===== src/rtl/fpga_link_pkg.sv =====
// Shared definitions for the FPGA-to-FPGA serial link controllers.
package fpga_link_pkg;

    typedef enum logic [2:0] {
        ST_IDLE,
        ST_LOAD,
        ST_START,
        ST_DATA,
        ST_STOP
    } link_state_e;

    localparam int DEF_CLKS_PER_BIT = 16;
    localparam int DEF_DATA_BITS    = 8;

    localparam logic LINE_IDLE  = 1'b1;
    localparam logic LINE_START = 1'b0;
    localparam logic LINE_STOP  = 1'b1;

endpackage


===== src/rtl/fpga_tx_controller_if.sv =====
// Handshake and shift-register strobe bundle between the tx controller and its surroundings.
interface fpga_tx_controller_if;

    logic tx_valid;
    logic tx_ready;
    logic sr_load;
    logic sr_shift;
    logic sr_bit;
    logic tx_line;
    logic busy;
    logic tx_done;

    modport master (
        input  tx_valid,
        input  sr_bit,
        output tx_ready,
        output sr_load,
        output sr_shift,
        output tx_line,
        output busy,
        output tx_done
    );

    modport slave (
        output tx_valid,
        output sr_bit,
        input  tx_ready,
        input  sr_load,
        input  sr_shift,
        input  tx_line,
        input  busy,
        input  tx_done
    );

endinterface


===== src/rtl/fpga_baud_counter.sv =====
// Bit-period counter: counts 0..CLKS_PER_BIT-1 while enabled, flags the last count.
module fpga_baud_counter #(
    parameter int CLKS_PER_BIT = 16
) (
    input  logic clock,
    input  logic reset,
    input  logic i_clear,
    input  logic i_enable,
    output logic o_tc
);

    localparam int W = (CLKS_PER_BIT > 1) ? $clog2(CLKS_PER_BIT) : 1;
    localparam logic [W-1:0] TC = W'(CLKS_PER_BIT - 1);

    logic [W-1:0] r_count;

    always_ff @(posedge clock or negedge reset) begin
        if (!reset) begin
            r_count <= '0;
        end else if (i_clear) begin
            r_count <= '0;
        end else if (i_enable) begin
            r_count <= r_count + W'(1);
        end
    end

    assign o_tc = i_enable && (r_count == TC);

endmodule


===== src/rtl/fpga_tx_controller.sv =====
// Transmit sequencer: accepts a byte, strobes the shift register and frames start/data/stop on the line.
module fpga_tx_controller
    import fpga_link_pkg::*;
#(
    parameter int CLKS_PER_BIT = DEF_CLKS_PER_BIT,
    parameter int DATA_BITS    = DEF_DATA_BITS
) (
    input  logic                  clock,
    input  logic                  reset,
    fpga_tx_controller_if.master  bus
);

    localparam int BW = $clog2(DATA_BITS + 1);
    localparam logic [BW-1:0] LAST_BIT = BW'(DATA_BITS - 1);

    link_state_e   r_state;
    logic [BW-1:0] r_bit_cnt;
    logic          w_timing;
    logic          w_tc;
    logic          w_baud_clr;

    // Counter only runs in the timed states; clearing at terminal count restarts each bit period.
    assign w_timing   = (r_state == ST_START) || (r_state == ST_DATA) || (r_state == ST_STOP);
    assign w_baud_clr = !w_timing || w_tc;

    fpga_baud_counter #(
        .CLKS_PER_BIT (CLKS_PER_BIT)
    ) u_baud (
        .clock    (clock),
        .reset    (reset),
        .i_clear  (w_baud_clr),
        .i_enable (w_timing),
        .o_tc     (w_tc)
    );

    always_ff @(posedge clock or negedge reset) begin
        if (!reset) begin
            r_state   <= ST_IDLE;
            r_bit_cnt <= '0;
        end else begin
            case (r_state)
                ST_IDLE: begin
                    r_bit_cnt <= '0;
                    if (bus.tx_valid) r_state <= ST_LOAD;
                end
                ST_LOAD: begin
                    r_bit_cnt <= '0;
                    r_state   <= ST_START;
                end
                ST_START: begin
                    r_bit_cnt <= '0;
                    if (w_tc) r_state <= ST_DATA;
                end
                ST_DATA: begin
                    if (w_tc) begin
                        if (r_bit_cnt == LAST_BIT) begin
                            r_bit_cnt <= '0;
                            r_state   <= ST_STOP;
                        end else begin
                            r_bit_cnt <= r_bit_cnt + BW'(1);
                        end
                    end
                end
                ST_STOP: begin
                    r_bit_cnt <= '0;
                    if (w_tc) r_state <= ST_IDLE;
                end
                default: begin
                    r_bit_cnt <= '0;
                    r_state   <= ST_IDLE;
                end
            endcase
        end
    end

    // Strobes decode from registered state only, so reset forces them low immediately.
    assign bus.tx_ready = (r_state == ST_IDLE);
    assign bus.busy     = (r_state != ST_IDLE);
    assign bus.sr_load  = (r_state == ST_LOAD);
    assign bus.sr_shift = (r_state == ST_DATA) && w_tc;
    assign bus.tx_done  = (r_state == ST_STOP) && w_tc;

    always_comb begin
        bus.tx_line = LINE_IDLE;
        case (r_state)
            ST_START: bus.tx_line = LINE_START;
            ST_DATA:  bus.tx_line = bus.sr_bit;
            ST_STOP:  bus.tx_line = LINE_STOP;
            default:  bus.tx_line = LINE_IDLE;
        endcase
    end

endmodule

===== src/flat_wrapper.sv =====
// flat-port wrapper written by rule: the top's interface ports become plain ports
module fpga_tx_controller_flat import fpga_link_pkg::*;
#(
    parameter int CLKS_PER_BIT = DEF_CLKS_PER_BIT,
    parameter int DATA_BITS    = DEF_DATA_BITS
)
  (clock, reset, bus_tx_valid, bus_sr_bit, bus_tx_ready, bus_sr_load, bus_sr_shift, bus_tx_line, bus_busy, bus_tx_done);
  fpga_tx_controller_if bus_i ();
  input  logic clock;
  input  logic reset;
  input wire logic [$bits(bus_i.tx_valid)-1:0] bus_tx_valid;
  input wire logic [$bits(bus_i.sr_bit)-1:0] bus_sr_bit;
  output wire logic [$bits(bus_i.tx_ready)-1:0] bus_tx_ready;
  output wire logic [$bits(bus_i.sr_load)-1:0] bus_sr_load;
  output wire logic [$bits(bus_i.sr_shift)-1:0] bus_sr_shift;
  output wire logic [$bits(bus_i.tx_line)-1:0] bus_tx_line;
  output wire logic [$bits(bus_i.busy)-1:0] bus_busy;
  output wire logic [$bits(bus_i.tx_done)-1:0] bus_tx_done;
  assign bus_i.tx_valid = bus_tx_valid;
  assign bus_i.sr_bit = bus_sr_bit;
  assign bus_tx_ready = bus_i.tx_ready;
  assign bus_sr_load = bus_i.sr_load;
  assign bus_sr_shift = bus_i.sr_shift;
  assign bus_tx_line = bus_i.tx_line;
  assign bus_busy = bus_i.busy;
  assign bus_tx_done = bus_i.tx_done;
  fpga_tx_controller #(.CLKS_PER_BIT(CLKS_PER_BIT), .DATA_BITS(DATA_BITS)) u_core (.clock(clock), .reset(reset), .bus(bus_i));
endmodule

===== config.mk =====
export PLATFORM = sky130hd
export DESIGN_NAME = fpga_tx_controller_flat
export DESIGN_NICKNAME = d
export VERILOG_FILES = /design/src/rtl/fpga_link_pkg.sv /design/src/rtl/fpga_tx_controller_if.sv /design/src/rtl/fpga_baud_counter.sv /design/src/rtl/fpga_tx_controller.sv /design/src/flat_wrapper.sv
export SDC_FILE = /design/constraint.sdc
export NUM_CORES = 1
export LEC_CHECK = 0
export CAP_MARGIN = 10
export CORE_MARGIN = 1
export CORE_UTILIZATION = 45
export CTS_CLUSTER_SIZE = 30
export DETAILED_ROUTE_END_ITERATION = 7
export PLACE_DENSITY = 0.71
export SLEW_MARGIN = 20
export SYNTH_ARGS = -nofsm -noshare
export SYNTH_HDL_FRONTEND = slang
export SYNTH_HIERARCHICAL = 1
export SYNTH_SLANG_ARGS = --single-unit

===== constraint.sdc =====
create_clock -name clock -period 3.6 [get_ports clock]
set_input_delay 0.72 -clock clock [delete_from_list [all_inputs] [get_ports clock]]
set_output_delay 0.72 -clock clock [all_outputs]
set_load 0.005 [all_outputs]

==> qor.yml <==
synth:
  ys_seq_area_share_pct: 44.0
  synth_edf_count: 0
  syn_area_um2: 626
  synth-async-reset-ratio_pct: 100
  synth_ff_type: "dfrtp_1"
  synth_fp_nets: 67
  yosysWarnings: 6
  ys_types: 27
  avgSynthCellArea_um2: 10.3
  synth-seq-cells: 11
  synthCells: 61
pwr:
  p_per_area_nw_per_um2: 290
  ir_drop_v: 0.000155
  power_mw: 0.214
  leakage_nw: 0.334
sta:
  fin_crit_sh_pct: 88.0
  final.min_clock_period_ns: 3.17
  fmax_mhz: 316
  hold_viol: 0
  slew_headroom_pct: 67.4
  fin_skew_ns: 0.00231
  rsz0062_at_grt: "false"
  worstMarginPinSlew_ns: 0.487
  tns_ns: 0
  finalMaxSlewViolations: 0
  setup_viol_count_final: 0
floorplanning:
  io-pin-count: 10
  coreArea_um2: 1300
  die_area_um2: 1540
  start_util_pct: 48.1
  die_w_um: 39.3
  rows: 13
  die-height_um: 39.3
global_route:
  grt_usage_pct: 18.3
  grt.overflow.total: 0
  grt_max_degree: 12
  antenna_found_initial: 0
  grt_pass1_wl_um: 1810
  grt_pass1_vias: 408
cells_and_area:
  final_cell_mix: "11 x dfrtp_1, 9 x clkdlybuf4s50_1, 9 x nand2_1"
  num_antenna_cells: 0
  drive_gt1_share_pct: 9.72
  layout-area-overhead-vs-synth_pct: 18.0
  final_common_cell: "dfrtp_1"
  final_cells: 87
  final_nets: 79
  final_cell_area_um2: 738
place:
  gp_congestion: 0.722
  place_area_um2: 712
  io_buffers: 9
  dp_hpwl_um: 806
  dp.cells: 83
cts:
  cts_buffers: 3
  cts_sinks: 11
  holdBufCountCts: 0
  cts_max_level: 1
  cts_resized: 0
  path_clk_slew_ns: 0.07
  cts_buffer_depth: 2
  cts_root_buffer: "clkbuf_4"
  clk_latency_ns: 0.26
  cts_setup_buffers: 0
  cts_tree: "done"
critical_path:
  worstPathRequired_ns: 2.88
  crit_fanout: 8
  crit_slowest_cell: "clkdlybuf4s50_1"
  start_kind: "flop"
  worstPathArrival_ns: 2.45
  cp-startpoint: "u_core/r_state[2]"
  cp_top_family: "simple AND/OR/NAND/NOR gates"
  worstSetupEndpointType: "primary output"
  crit_chain: "and2b_1, a21o_1, and4_1, inv_1, nor2_1, clkdlybuf4s50_1"
  rr_startpoint: "u_core/r_state[2]"
  cp_num_buf_inv: 2
  slowest_delay_ns: 0.51
  crit_type: "flop to primary output"
min_path:
  hold_path_class: "flop to flop"
  min_from: "u_core/r_state[1]"
run_status:
  status: "complete, no violations"
route:
  antenna_left: 0
  vias: 478
  drc_errors: 0
  first_pass_iters: 4
  wl_per_cell_um: 12.4
  drtIter0Drc: 9
  routed_wirelength_um: 1080
  vias_per_cell: 5.49
flow_run:
  cap_violations: 0
==> metal layers <==
metal	global-route usage (%)	vias up	wire, um
li1	-	235	-
met1	23.4	233	504
met2	27.5	8	527
met3	5.11	2	29
met4	10.3	0	13
met5	0	-	0
==> final cells by class <==
cell class | count | area, um2
multi-input cells | 46 | 320
well taps | 15 | 18.8
clock buffers | 4 | 26.3
inverters | 2 | 7.51
repair buffers | 9 | 90.1
flip-flops and latches | 11 | 275
fillers | 125 | 563
==> cells by family after synthesis <==
kind of cell,after synthesis,share of synthesized area (%)
compound gates,10,11.8
xor+xnor,2,2.80
simple gates,29,27.0
fa+ha+maj,2,4.00
flops,11,44.0
buf+inv,4,4.80
mux,3,5.60
==> power breakdown <==
group | switching, mW | internal [mW] | total [mW] | leakage (nW)
clock | 0.0402 | 0.0428 | 0.0830 | 0.0150
sequential | 0 | 0.123 | 0.123 | 0.139
combinational | 0.00320 | 0.00404 | 0.00724 | 0.180
==> flip-flops by register name, indices dropped and copies added (netlist names) <==
name / flops
u_core/u_baud/r_count: 4
u_core/r_state: 3
u_core/r_bit_cnt: 4
==> synthesized netlist by cell type, types with 2 or more instances <==
cell type / count / area share (%)
mux2i_1: 2 / 3.2
inv_1: 2 / 1.2
a211oi_1: 2 / 2.4
nor2b_1: 2 / 2.0
or3_1: 2 / 2.0
nand2_1: 9 / 5.4
and4_1: 2 / 2.8
buf_6: 2 / 3.6
dfrtp_1: 11 / 44
nor2_1: 8 / 4.8
a21oi_1: 2 / 1.6
ha_1: 2 / 4.0
==> per-stage QoR <==
step	worst slack (ns)	hold WS, ns	utilization (%)
after global placement	0.754	0.542	54.7
after global routing	0.271	0.600	56.7
after CTS	0.422	0.557	56.7
final	0.434	0.561	56.7
after floorplan	1.48	0.424	-
after detailed placement	0.731	0.548	54.7
==> final timing paths <==
check	end	slack (ns)	depth (start not counted)
min in group asynchronous	u_core/r_bit_cnt[3]	0.78	1
min	u_core/r_state[2]	0.56	1
max in group asynchronous	u_core/u_baud/r_count[0]	2.49	1
max reg2reg	u_core/u_baud/r_count[3]	1.44	7
min reg2reg	u_core/r_state[2]	0.56	1
max	bus_sr_shift	0.43	6
Note: power is estimated with default switching activity, not from simulation.
